**src/rtl/mc_alu.sv**
```systemverilog
// Multi-cycle ALU: single-cycle ADD and WIDTH-cycle shift-add MUL behind a start/done handshake.
// result/zero/cout hold their value until the next accepted operation completes.
module mc_alu #(
    parameter int WIDTH = 16
) (
    input  logic             clk,
    input  logic             reset,
    input  logic             start,
    input  logic             op,
    input  logic [WIDTH-1:0] a,
    input  logic [WIDTH-1:0] b,
    output logic             busy,
    output logic             done,
    output logic [WIDTH-1:0] result,
    output logic             zero,
    output logic             cout
);

    localparam logic [1:0] S_IDLE = 2'd0;
    localparam logic [1:0] S_ADD  = 2'd1;
    localparam logic [1:0] S_MUL  = 2'd2;

    localparam int CNT_W = (WIDTH > 2) ? $clog2(WIDTH) : 1;
    localparam logic [CNT_W-1:0] CNT_LAST = CNT_W'(WIDTH - 1);

    logic [1:0]         r_state;
    logic               r_busy;
    logic               r_done;
    logic [WIDTH-1:0]   r_result;
    logic               r_zero;
    logic               r_cout;

    logic [WIDTH-1:0]   r_a;
    logic [WIDTH-1:0]   r_b;
    logic [2*WIDTH-1:0] r_acc;
    logic [2*WIDTH-1:0] r_mcand;
    logic [WIDTH-1:0]   r_mplier;
    logic [CNT_W-1:0]   r_cnt;

    logic               w_accept;
    logic               w_mul_last;
    logic [WIDTH:0]     w_sum;
    logic [2*WIDTH-1:0] w_acc_next;

    assign w_accept   = (r_state == S_IDLE) && start;
    assign w_mul_last = (r_state == S_MUL) && (r_cnt == CNT_LAST);
    assign w_sum      = {1'b0, r_a} + {1'b0, r_b};
    assign w_acc_next = r_mplier[0] ? (r_acc + r_mcand) : r_acc;

    // Operand and multiply datapath; only meaningful while the FSM says so, hence no reset.
    always_ff @(posedge clk) begin
        if (w_accept) begin
            r_a      <= a;
            r_b      <= b;
            r_acc    <= '0;
            r_mcand  <= {{WIDTH{1'b0}}, b};
            r_mplier <= a;
            r_cnt    <= '0;
        end else if (r_state == S_MUL) begin
            r_acc    <= w_acc_next;
            r_mcand  <= r_mcand << 1;
            r_mplier <= r_mplier >> 1;
            r_cnt    <= r_cnt + CNT_W'(1);
        end
    end

    always_ff @(posedge clk or posedge reset) begin
        if (reset) begin
            r_state  <= S_IDLE;
            r_busy   <= 1'b0;
            r_done   <= 1'b0;
            r_result <= '0;
            r_zero   <= 1'b0;
            r_cout   <= 1'b0;
        end else begin
            r_done <= 1'b0;
            case (r_state)
                S_IDLE: begin
                    if (start) begin
                        r_busy  <= 1'b1;
                        r_state <= op ? S_MUL : S_ADD;
                    end
                end
                S_ADD: begin
                    r_result <= w_sum[WIDTH-1:0];
                    r_cout   <= w_sum[WIDTH];
                    r_zero   <= (w_sum[WIDTH-1:0] == '0);
                    r_busy   <= 1'b0;
                    r_done   <= 1'b1;
                    r_state  <= S_IDLE;
                end
                S_MUL: begin
                    // Fixed WIDTH-edge latency: the final partial product lands on the last edge.
                    if (w_mul_last) begin
                        r_result <= w_acc_next[WIDTH-1:0];
                        r_cout   <= |w_acc_next[2*WIDTH-1:WIDTH];
                        r_zero   <= (w_acc_next[WIDTH-1:0] == '0);
                        r_busy   <= 1'b0;
                        r_done   <= 1'b1;
                        r_state  <= S_IDLE;
                    end
                end
                default: begin
                    r_busy  <= 1'b0;
                    r_state <= S_IDLE;
                end
            endcase
        end
    end

    assign busy   = r_busy;
    assign done   = r_done;
    assign result = r_result;
    assign zero   = r_zero;
    assign cout   = r_cout;

endmodule

```
**config.mk**
```make
export PLATFORM = sky130hd
export DESIGN_NAME = mc_alu
export DESIGN_NICKNAME = d
export VERILOG_FILES = /design/src/rtl/mc_alu.sv
export SDC_FILE = /design/constraint.sdc
export NUM_CORES = 1
export LEC_CHECK = 0
export BUFFER_PORTS_ARGS = -buffer_cell sky130_fd_sc_hd__buf_2
export CORE_UTILIZATION = 55
export DETAILED_ROUTE_END_ITERATION = 7
export PLACE_DENSITY_LB_ADDON = 0.3
export RECOVER_POWER = 50
export SLEW_MARGIN = 20
export SYNTH_ARGS = -nofsm -noshare
export SYNTH_HDL_FRONTEND = slang
export SYNTH_SLANG_ARGS = --single-unit
```
**constraint.sdc**
```tcl
create_clock -name clk -period 4.1 [get_ports clk]
set_clock_uncertainty 0.2 [all_clocks]
set_input_delay 0.205 -clock clk [delete_from_list [all_inputs] [get_ports clk]]
set_output_delay 0.205 -clock clk [all_outputs]
set_load 0.005 [all_outputs]
```
==> summary.md, run 1 <==
| Metric | Value |
|---|---|
| Placer Congestion | 0.926 |
| Number of synthesized flops with an enable pin | 64 |
| # H-tree levels | 4 |
| Die ar. | 15100 sq um |
| CTS Buffer Depth | 2 |
| GR Layer Usage met3 | 0.0595 |
| Maximum vdd drop | 658 uV |
| Core area | 14100 sq um |
| Dpl hpwl | 13200 microns |
| Met2 Usage GRT | 0.440 |
| Slew headroom | -0.123 |
| Hold EP | r_acc[8] |
| Cells after synthesis | 852 |
| Mean Syn Cell Area | 9.46 sq um |
| Placement Cell Area | 8440 sq um |
| Leak pwr | 3.91 nW |
| Worst-path clk slew | 0.06 ns |
| CP Launch Type | register |
| PwrDens | 737 nW/um^2 |
| Worst R2R Setup Slack | 0.32 ns |
| First-pass iteration count of the detailed router | 5 |
| Via-to-Cell Ratio | 5.92 |
| Setup ws final | 0.324 ns |
| Share of cells above drive strength 1 | 0.0789 |
| Rows | 43 |
| Post-layout util | 0.661 |
| Synthesized area | 8060 sq um |
| Port bufs | 55 |
| Final ANT Viol Nets | 0 |
| Worst Path Class, Setup | register to register |
| Vias in the first global route | 6376 |
| Vias | 6621 |
| CP required | 4.20 ns |
| Post-route cell area | 9310 sq um |
| Area of the multi-input gates | 4310 sq um |
| Worst R2R End | cout |
| CTS buffer count | 17 |
| Number of cells on the critical path | 12 |
| Worst path cell trace | ha_1 -> fa_1 -> a211oi_1 -> o21bai_1 -> a211oi_1 -> o21ai_1 -> a221oi_4 -> xor2_1 -> a21oi_1 -> a2111oi_1 -> and4bb_1 -> a211oi_1 |
| Register area | 3510 sq um |
| Worst min path class | register to register |
| HP Start | r_acc[8] |
| Initial Util | 0.572 |
| Filler instances | 1125 |
| Most common cell after layout, fill and taps aside | nand2_1 |
| GRT busiest layer | met2 |
| Total GRT Usage | 0.278 |
| I/O pin count | 56 |
| Buffers and inverters on the worst path | 0 |
| Async set-reset flop share out of synthesis | 0.159 |
| Diode count | 0 |
| Setup TNS | 0 ns |
| Root Buffer | clkbuf_16 |
| Peak Freq | 265 MHz |
| Fin crit period | 3.78 ns |
| Least-Margin Pin Slew | 1.67 ns |
| Met1 GRT Util | 0.376 |
| DR WL/cell | 17.3 microns |
| Arr. time, crit path | 3.88 ns |
| Critical Path Sink Type | register |
| Final Net Count | 1014 |
| CP dominant cell by count | a211oi_1 |
| Post-CTS Setup Inserts | 0 |
| CTS tree | built |
| Chip height | 123 microns |
| Ys Warns | 0 |
| Post-place setup slack | 0.420 ns |
| RSZ-0062 raised after global routing | false |
| Die Wd | 123 microns |
| Clk_lat worst skew | 0.44 ns |
| Max-cap violations | 1 |
| Post_cts resized | 0 |
| Drc violations | 0 |
| Synthesis-to-layout area growth | 15.5% |
| Worst r2r src | r_mcand[0] |
| Clock sinks | 138 |
| Final Hold Viols | 0 |
| Post-synthesis cell type count | 69 |
| Initial antenna violation count | 0 |
| Post-Route WL | 19400 microns |
| Most frequent cells in the layout | 147 x nand2_1, 69 x nor2_1, 64 x edfxtp_1, 60 x a21oi_1, 52 x dfxtp_1 |
| Status | finished with violations |
| First-pass GRT wire length | 31900 microns |
| Largest net degree at the start of global routing | 49 |
| Yosys reg bits | 138 |
| Hold Path Cell Cnt | 2 |
| Failing checks | max-capacitance violations, max-slew violations |
| Tcrit/Tclk final | 0.921 |
| Syn nets | 941 |
| Grt ovf | 0 |
| Primary FF master, synth | edfxtp_1 |
| Critical Path Fanout Max | 4 |
| DRT iter0 DRCs | 598 |
| Count of pins over their slew limit | 47 |
| Setup violations, final | 0 |
| Top delay family on crit path | compound AO/OA/AOI/OAI gates |
| CP peak stage delay | 0.43 ns |
| Worst r2r path cells | 12 |
| Hold-fix buffers, CTS | 35 |
| Seq/Total Area, Yosys | 0.436 |
| Critical Path Slowest Stage Cell | fa_1 |
[stage by stage]
| stage | power, W | instances | hold slack [ns] |
|---|---|---|---|
| 2_1_floorplan | 0.00452 | 852 | -0.00577 |
| 3_3_place_gp | 0.00525 | 1051 | 0.197 |
| 3_5_place_dp | 0.00529 | 1051 | 0.197 |
| 4_1_cts | 0.00686 | 1118 | 0.283 |
| 5_1_grt | 0.00732 | 1118 | 0.296 |
| 6_report | 0.00686 | 1118 | 0.289 |
[cells by family after synthesis]
kind of cell               count (synthesis)  share of synthesized area
AOI/OAI and AO/OA                        233                      0.197
xor gates and xnor gates                  40                     0.0435
adders and majority gates                 53                     0.0841
buffers and inverters                     59                     0.0298
DFF                                      138                      0.436
muxes                                     41                     0.0526
and+or+nand+nor                          288                      0.157
[cells in the mapped netlist (5+ instances only)]
library cell / count / area, sq um
and3_1: 10 / 62.6
o211ai_1: 11 / 82.6
inv_1: 13 / 48.8
and2_1: 6 / 37.5
buf_2: 9 / 45.0
a211oi_1: 19 / 143
mux2i_1: 30 / 300
nand4_1: 13 / 81.3
a31oi_1: 12 / 75.1
mux2_2: 11 / 124
o21bai_1: 8 / 60.1
buf_1: 5 / 18.8
clkbuf_1: 29 / 109
a21o_1: 25 / 188
nor2_1: 69 / 259
or3_1: 7 / 43.8
nand3_1: 6 / 30.0
nor3_1: 6 / 30.0
nor2b_1: 5 / 31.3
nand2_1: 147 / 552
nor4_1: 6 / 37.5
dfxtp_1: 52 / 1040
ha_1: 51 / 638
edfxtp_1: 64 / 1920
o21a_1: 14 / 105
nand2b_1: 5 / 31.3
a21oi_1: 60 / 300
o21ai_0: 36 / 180
xnor2_1: 25 / 219
dfrtp_1: 22 / 551
xor2_1: 15 / 131
[state kept, by name, indices dropped and copies added (netlist names)]
name	count
done	1
r_mcand	32
r_mplier	16
result	16
r_state	2
cout	1
busy	1
r_acc	32
r_cnt	4
r_a	16
r_b	16
zero	1
[worst max-delay path by stage]
| stage | endpoint | slack, ns | startpoint |
|---|---|---|---|
| 2_1_floorplan | cout | 0.76 | r_mcand[0] |
| 3_3_place_gp | cout | 0.55 | r_mcand[0] |
| 3_5_place_dp | cout | 0.42 | r_mcand[0] |
| 6_report | cout | 0.32 | r_mcand[0] |
| 5_1_grt | cout | 0.01 | r_mcand[0] |
| 4_1_cts | cout | 0.35 | r_mcand[0] |
[power by group]
| group | leakage [nW] | switching (W) | total, W | internal [W] |
|---|---|---|---|---|
| registers | 1.30 | 0.000272 | 0.00227 | 0.00200 |
| clock network | 0.284 | 0.000661 | 0.00152 | 0.000856 |
| logic | 2.33 | 0.00187 | 0.00307 | 0.00120 |
| total | 3.91 | 0.00280 | 0.00686 | 0.00406 |
[cell type report]
cell class                      instances  share of cell area
Sequential cell                       138               0.377
Timing Repair Buffer                   98              0.0673
Tap cell                              180              0.0242
Inverter                               15             0.00618
Clock buffer                           17              0.0457
Multi-Input combinational cell        655               0.462
Clock inverter                         15              0.0169
[per-layer routing]
layer / vias to the layer above / part of all wire
li1: 3258 / -
met1: 3121 / 0.46
met2: 207 / 0.46
met3: 35 / 0.061
met4: 0 / 0.020
met5: - / 0
[worst min-delay path, stage by stage (launching register included)]
cell	delay [ns]
dfxtp_1	0.32
nand2_1	0.07
a21oi_1	0.05
(Power assumes the default switching activity.)
==> inputs of run 2 (changes only) <==
Settings changed: ABC_CLOCK_PERIOD_IN_PS set to 4000, HOLD_SLACK_MARGIN set to 0.08.
Clock period 4.1 ns to 4 ns, I/O delays scaled along.
==> summary.md, run 2 (synthesized netlist as in run 1, its figures left out) <==
| Metric | Value |
|---|---|
| Leak pwr | 3.96 nW (+1.0%) |
| Placement Cell Area | 8460 sq um (+0.18%) |
| Via-to-Cell Ratio | 5.98 (+0.89%) |
| Status | finished with violations |
| Dpl hpwl | 13500 microns (+2.0%) |
| Rows | 43 (unchanged) |
| Most frequent cells in the layout | 147 x nand2_1, 69 x nor2_1, 64 x edfxtp_1, 60 x a21oi_1, 52 x dfxtp_1 |
| Grt ovf | 0 (unchanged) |
| Clock sinks | 138 (unchanged) |
| Die ar. | 15100 sq um (unchanged) |
| Final ANT Viol Nets | 0 (unchanged) |
| DR WL/cell | 17.8 microns (+2.7%) |
| Placed cells | 1053 (+0.19%) |
| First-pass iteration count of the detailed router | 5 (unchanged) |
| Worst Path Class, Setup | register to register |
| Initial antenna violation count | 0 (unchanged) |
| Critical Path Fanout Max | 4 (unchanged) |
| Diode count | 0 (unchanged) |
| Worst path cell trace | ha_1 -> fa_1 -> a211oi_2 -> o21bai_1 -> a211oi_1 -> o21ai_1 -> a221oi_4 -> xor2_1 -> a21oi_1 -> a2111oi_1 -> and4bb_1 -> a211oi_1 |
| Switching share of total power | 0.398 (-0.0105) |
| # H-tree levels | 4 (unchanged) |
| Critical Path End | cout |
| Non-filler instance count after layout | 1120 (+0.18%) |
| First-pass GRT wire length | 32400 microns (+1.6%) |
| Clk pwr share | 0.234 (+0.013) |
| Largest net degree at the start of global routing | 58 (+18%) |
| Core area | 14100 sq um (unchanged) |
| Post-Route WL | 19900 microns (+2.8%) |
| Worst r2r path cells | 12 (unchanged) |
| Tcrit/Tclk final | 0.912 (-0.00957) |
| Die Wd | 123 microns (unchanged) |
| Vias in the first global route | 6550 (+2.7%) |
| Flop pwr share | 0.323 (-0.008) |
| CTS buffer count | 17 (unchanged) |
| Clk_lat worst skew | 0.43 ns (about the same) |
| P_int | 0.00434 W (+7.0%) |
| Total GRT Usage | 0.281 (+0.00297) |
| Chip height | 123 microns (unchanged) |
| Peak Freq | 274 MHz (+3.6%) |
| Worst r2r src | r_mcand[0] |
| Switching pwr | 0.00287 W (+2.4%) |
| Share of cells above drive strength 1 | 0.0840 (+0.00515) |
| Critical Path Slowest Stage Cell | fa_1 |
| Drc violations | 0 (unchanged) |
| Post-route cell area | 9380 sq um (+0.69%) |
| Maximum vdd drop | 605 uV (-8.1%) |
| Final Hold Viols | 0 (unchanged) |
| Vias | 6692 (+1.1%) |
| CP Launch Type | register |
| Combinational power share | 0.443 (-0.005) |
| Failing checks | max-capacitance violations, max-slew violations |
| Least-Margin Pin Slew | 1.90 ns (+0.222 ns) |
| PwrDens | 770 nW/um^2 (+4.4%) |
| Most common cell after layout, fill and taps aside | nand2_1 |
| Origin of the worst setup path | r_mcand[0] |
| Placer Congestion | 0.965 (+4.2%) |
| DRT iter0 DRCs | 457 (-24%) |
| CP required | 4.11 ns (-0.09 ns) |
| Root Buffer | clkbuf_16 |
| I/O pin count | 56 (unchanged) |
| Top Registers | r_acc: 32 flops, r_mcand: 32 flops |
| Fin crit period | 3.65 ns (-0.130 ns) |
| Initial Util | 0.572 (unchanged) |
| Slew headroom | -0.266 (-0.143) |
| Critical Path Sink Type | register |
| Port bufs | 55 (unchanged) |
| CTS tree | built |
| Post-layout util | 0.665 (+0.00453) |
| Count of pins over their slew limit | 95 (+100%) |
| Setup violations, final | 0 (unchanged) |
| RSZ-0062 raised after global routing | false |
| Worst-path clk slew | 0.06 ns (about the same) |
| Worst R2R Setup Slack | 0.35 ns (+0.03 ns) |
| CTS Buffer Depth | 2 (unchanged) |
| Worst R2R End | cout |
| Synthesis-to-layout area growth | 16.3% |
| Final Net Count | 1016 (+0.20%) |
| CP dominant cell by count | a211oi_1 |
| CP peak stage delay | 0.44 ns (about the same) |
| Arr. time, crit path | 3.75 ns (-0.13 ns) |
| Worst min path class | register to register |
| Setup TNS | 0 ns (unchanged) |
| Total chip power | 0.00722 W (+5.1%) |
| Max-cap violations | 2 (+1) |
## run 2: changes by cell type in the layout (fill, tap and decap cells not counted), moves of 2 or more
| cell | previous run | this run |
|---|---|---|
| clkbuf_1 | 45 | 41 |
| buf_2 | 11 | 14 |
| bufinv_16 | 1 | 4 |
| inv_6 | 6 | 2 |
| clkbuf_2 | 0 | 3 |
| clkinvlp_4 | 1 | 3 |
## run 2: final cells by class
class                   instances  area [sq um]
inverters                      15          56.3
clock inverters                13           191
well taps                     180           225
fillers                      1135          4720
flip-flops and latches        138          3510
repair buffers                100           646
clock buffers                  19           433
multi-input cells             655          4310
## run 2: worst min-delay path by stage
stage	start	end	slack (ns)	cells after the start
floorplan	reset	busy	-0.01	1
global placement	a[6]	r_a[6]	0.19	1
detailed placement	a[1]	r_a[1]	0.19	1
CTS	a[4]	r_a[4]	0.27	2
global route	a[15]	r_a[15]	0.29	2
finish	r_acc[25]	r_acc[25]	0.28	2
## run 2: through the flow
stage	hold WS [ns]	worst slack (ns)
final	0.278	0.354
after global routing	0.295	0.0833
after CTS	0.273	0.279
after detailed placement	0.193	0.275
after global placement	0.192	0.432
after floorplan	-0.0108	0.658
## run 2: per-layer routing
layer,track usage,wire length [microns]
met1,0.381,9190
met3,0.0655,1120
met2,0.445,9340
met5,0,0
met4,0.0889,289
## run 2: power by group through the flow
| stage | logic (W) | registers, W | clock network [W] |
|---|---|---|---|
| 3_3_place_gp | 0.00306 | 0.00233 | 0 |
| 2_1_floorplan | 0.00238 | 0.00226 | 0 |
| 6_report | 0.00320 | 0.00233 | 0.00169 |
| 3_5_place_dp | 0.00312 | 0.00234 | 0 |
| 5_1_grt | 0.00353 | 0.00238 | 0.00176 |
| 4_1_cts | 0.00318 | 0.00232 | 0.00170 |
## run 2: what timing repair did
| item | 4_1_cts | 5_1_grt |
|---|---|---|
| resized for setup | 0 | 1 |
| hold buffers | 35 | 0 |
| hold endpoints to repair | 89 | 0 |
| setup buffers | 0 | 0 |
| setup endpoints to repair | 0 | 1 |
## run 2: worst max-delay path: cells and delay by family, from the launching register on
kind	cells	cell delay (ns)
simple gates	1	0.25
flops	1	0.41
xor+xnor	1	0.25
fa+ha+maj	2	0.67
compound gates	8	1.75
==> inputs of run 3 (changes only) <==
--- a/constraint.sdc
+++ b/constraint.sdc
@@ -4,2 +4,2 @@
 set_output_delay 0.2 -clock clk [all_outputs]
-set_load 0.005 [all_outputs]
+set_load 0.05 [all_outputs]
==> summary.md, run 3 (synthesized netlist as in run 1, its figures left out) <==
| Metric | Value |
|---|---|
| Post-route cell area | 9370 sq um (about the same) |
| Worst min path class | register to register |
| Count of pins over their slew limit | 95 (unchanged) |
| Critical Path Slowest Stage Cell | fa_1 |
| Slew headroom | -0.263 (+0.00286) |
| Dpl hpwl | 13500 microns (unchanged) |
| Post-CTS Setup Inserts | 0 (unchanged) |
| DR WL/cell | 17.8 microns (about the same) |
| Flop pwr share | 0.309 (-0.014) |
| First-pass GRT wire length | 32400 microns (unchanged) |
| Die Wd | 123 microns (unchanged) |
| CTS buffer count | 17 (unchanged) |
| Top delay family on crit path | compound AO/OA/AOI/OAI gates |
| PwrDens | 804 nW/um^2 (+4.5%) |
| Total chip power | 0.00754 W (+4.4%) |
| First-pass iteration count of the detailed router | 5 (unchanged) |
| Initial Util | 0.572 (unchanged) |
| Top Registers | r_acc: 32 flops, r_mcand: 32 flops |
| Hold Slack | 0.278 ns (-0.00000200 ns) |
| Core area | 14100 sq um (unchanged) |
| Clock sinks | 138 (unchanged) |
| Peak Freq | 274 MHz (about the same) |
| CP dominant cell by count | a211oi_1 |
| # H-tree levels | 4 (unchanged) |
| Final ANT Viol Nets | 0 (unchanged) |
| Buffers and inverters on the worst path | 0 (unchanged) |
| Die ar. | 15100 sq um (unchanged) |
| Leak pwr | 3.94 nW (-0.37%) |
| Vias | 6688 (-0.060%) |
| Post-place setup slack | 0.275 ns (unchanged) |
| Least-Margin Pin Slew | 1.89 ns (-0.00428 ns) |
| Largest net degree at the start of global routing | 58 (unchanged) |
| Critical Path Sink Type | register |
| Arr. time, crit path | 3.75 ns (about the same) |
| Synthesis-to-layout area growth | 16.3% (about the same) |
| Setup TNS | 0 ns (unchanged) |
| Critical Path Fanout Max | 4 (unchanged) |
| Worst Path Class, Setup | register to register |
| Clk pwr share | 0.224 (-0.010) |
| Post-Route WL | 19900 microns (about the same) |
| Rows | 43 (unchanged) |
| Combinational power share | 0.467 (+0.024) |
| Diode count | 0 (unchanged) |
| P_int | 0.00434 W (-0.15%) |
| Initial antenna violation count | 0 (unchanged) |
| Switching pwr | 0.00320 W (+11%) |
| Drc violations | 0 (unchanged) |
| Final Hold Viols | 0 (unchanged) |
| Share of cells above drive strength 1 | 0.0787 (-0.00532) |
| Clk_lat worst skew | 0.43 ns (about the same) |
| Total GRT Usage | 0.281 (unchanged) |
| Maximum vdd drop | 605 uV (about the same) |
| Fin crit period | 3.65 ns (+0.000561 ns) |
| Switching share of total power | 0.424 (+0.0264) |
| Setup violations, final | 0 (unchanged) |
| CP required | 4.11 ns (about the same) |
| Vias in the first global route | 6550 (unchanged) |
| Status | finished with violations |
| Worst-path clk slew | 0.06 ns (about the same) |
| Chip height | 123 microns (unchanged) |
| Worst path cell trace | ha_1 -> fa_1 -> a211oi_2 -> o21bai_1 -> a211oi_1 -> o21ai_1 -> a221oi_4 -> xor2_1 -> a21oi_1 -> a2111oi_1 -> and4bb_1 -> a211oi_1 |
| Root Buffer | clkbuf_16 |
| Placement Cell Area | 8460 sq um (unchanged) |
| Setup ws final | 0.353 ns (-0.000561 ns) |
| Most common cell after layout, fill and taps aside | nand2_1 |
| Failing checks | max-capacitance violations, max-slew violations |
| I/O pin count | 56 (unchanged) |
| CP peak stage delay | 0.44 ns (about the same) |
| CP Launch Type | register |
| Tcrit/Tclk final | 0.912 (about the same) |
| CTS Buffer Depth | 2 (unchanged) |
| RSZ-0062 raised after global routing | false |
| Max-cap violations | 2 (unchanged) |
| Placer Congestion | 0.965 (unchanged) |
| CTS tree | built |
| Final Net Count | 1016 (unchanged) |
| Port bufs | 55 (unchanged) |
| Most frequent cells in the layout | 147 x nand2_1, 69 x nor2_1, 64 x edfxtp_1, 60 x a21oi_1, 52 x dfxtp_1 |
| DRT iter0 DRCs | 457 (unchanged) |
| Grt ovf | 0 (unchanged) |
| Via-to-Cell Ratio | 5.97 (about the same) |
-- run 3: changes by cell type in the layout (fill, tap and decap cells not counted), sizes merged --
cell	before	now
buf	23	18
clkbuf	61	66
-- run 3: final cells by class --
type / count / area (sq um)
repair buffers: 100 / 639
well taps: 180 / 225
fillers: 1137 / 4730
clock buffers: 19 / 433
multi-input cells: 655 / 4310
flip-flops and latches: 138 / 3510
inverters: 15 / 56.3
clock inverters: 13 / 191
-- run 3: layer usage --
metal | share of wire | wire length (microns) | vias up | GRT usage
met3 | 0.056 | 1110 | 24 | 0.0655
met5 | 0 | 0 | - | 0
li1 | - | - | 3272 | -
met4 | 0.013 | 262 | 0 | 0.0889
met2 | 0.47 | 9340 | 191 | 0.445
met1 | 0.46 | 9220 | 3201 | 0.381
-- run 3: power groups by stage --
stage	combinational (W)	clock [W]	sequential, W
after floorplan	0.00238	0	0.00258
after global placement	0.00339	0	0.00233
after detailed placement	0.00345	0	0.00234
after CTS	0.00351	0.00170	0.00232
after global routing	0.00385	0.00176	0.00238
final	0.00352	0.00169	0.00233
-- run 3: worst reg2reg max path, delay by kind of cell (launching register included) --
family,cells,cell delay (ns)
xor gates and xnor gates,1,0.25
and+or+nand+nor,1,0.25
AOI/OAI and AO/OA,8,1.75
DFF,1,0.41
adders and majority gates,2,0.67
-- run 3: path summary, 6_finish.rpt --
path / cells after the start / endpoint / slack, ns / startpoint
setup / recovery: 12 / cout / 0.35 / r_mcand[0]
hold / removal: 2 / r_acc[25] / 0.28 / r_acc[25]
setup reg to reg: 12 / cout / 0.35 / r_mcand[0]
hold reg to reg: 2 / r_acc[25] / 0.28 / r_acc[25]
max in group asynchronous: 3 / result[11] / 2.66 / reset
min in group asynchronous: 3 / done / 0.34 / reset
-- run 3: stage by stage --
| stage | instances | util |
|---|---|---|
| after global placement | 1053 | 0.600 |
| after global routing | 1120 | 0.665 |
| after detailed placement | 1053 | 0.600 |
| after floorplan | 852 | - |
| final | 1120 | 0.665 |
| after CTS | 1120 | 0.669 |
-- run 3: repair_timing --
action                     in CTS  in global routing
setup endpoints to repair       0                  1
resized for setup               0                  1
hold buffers                   35                  0
hold endpoints to repair       89                  0
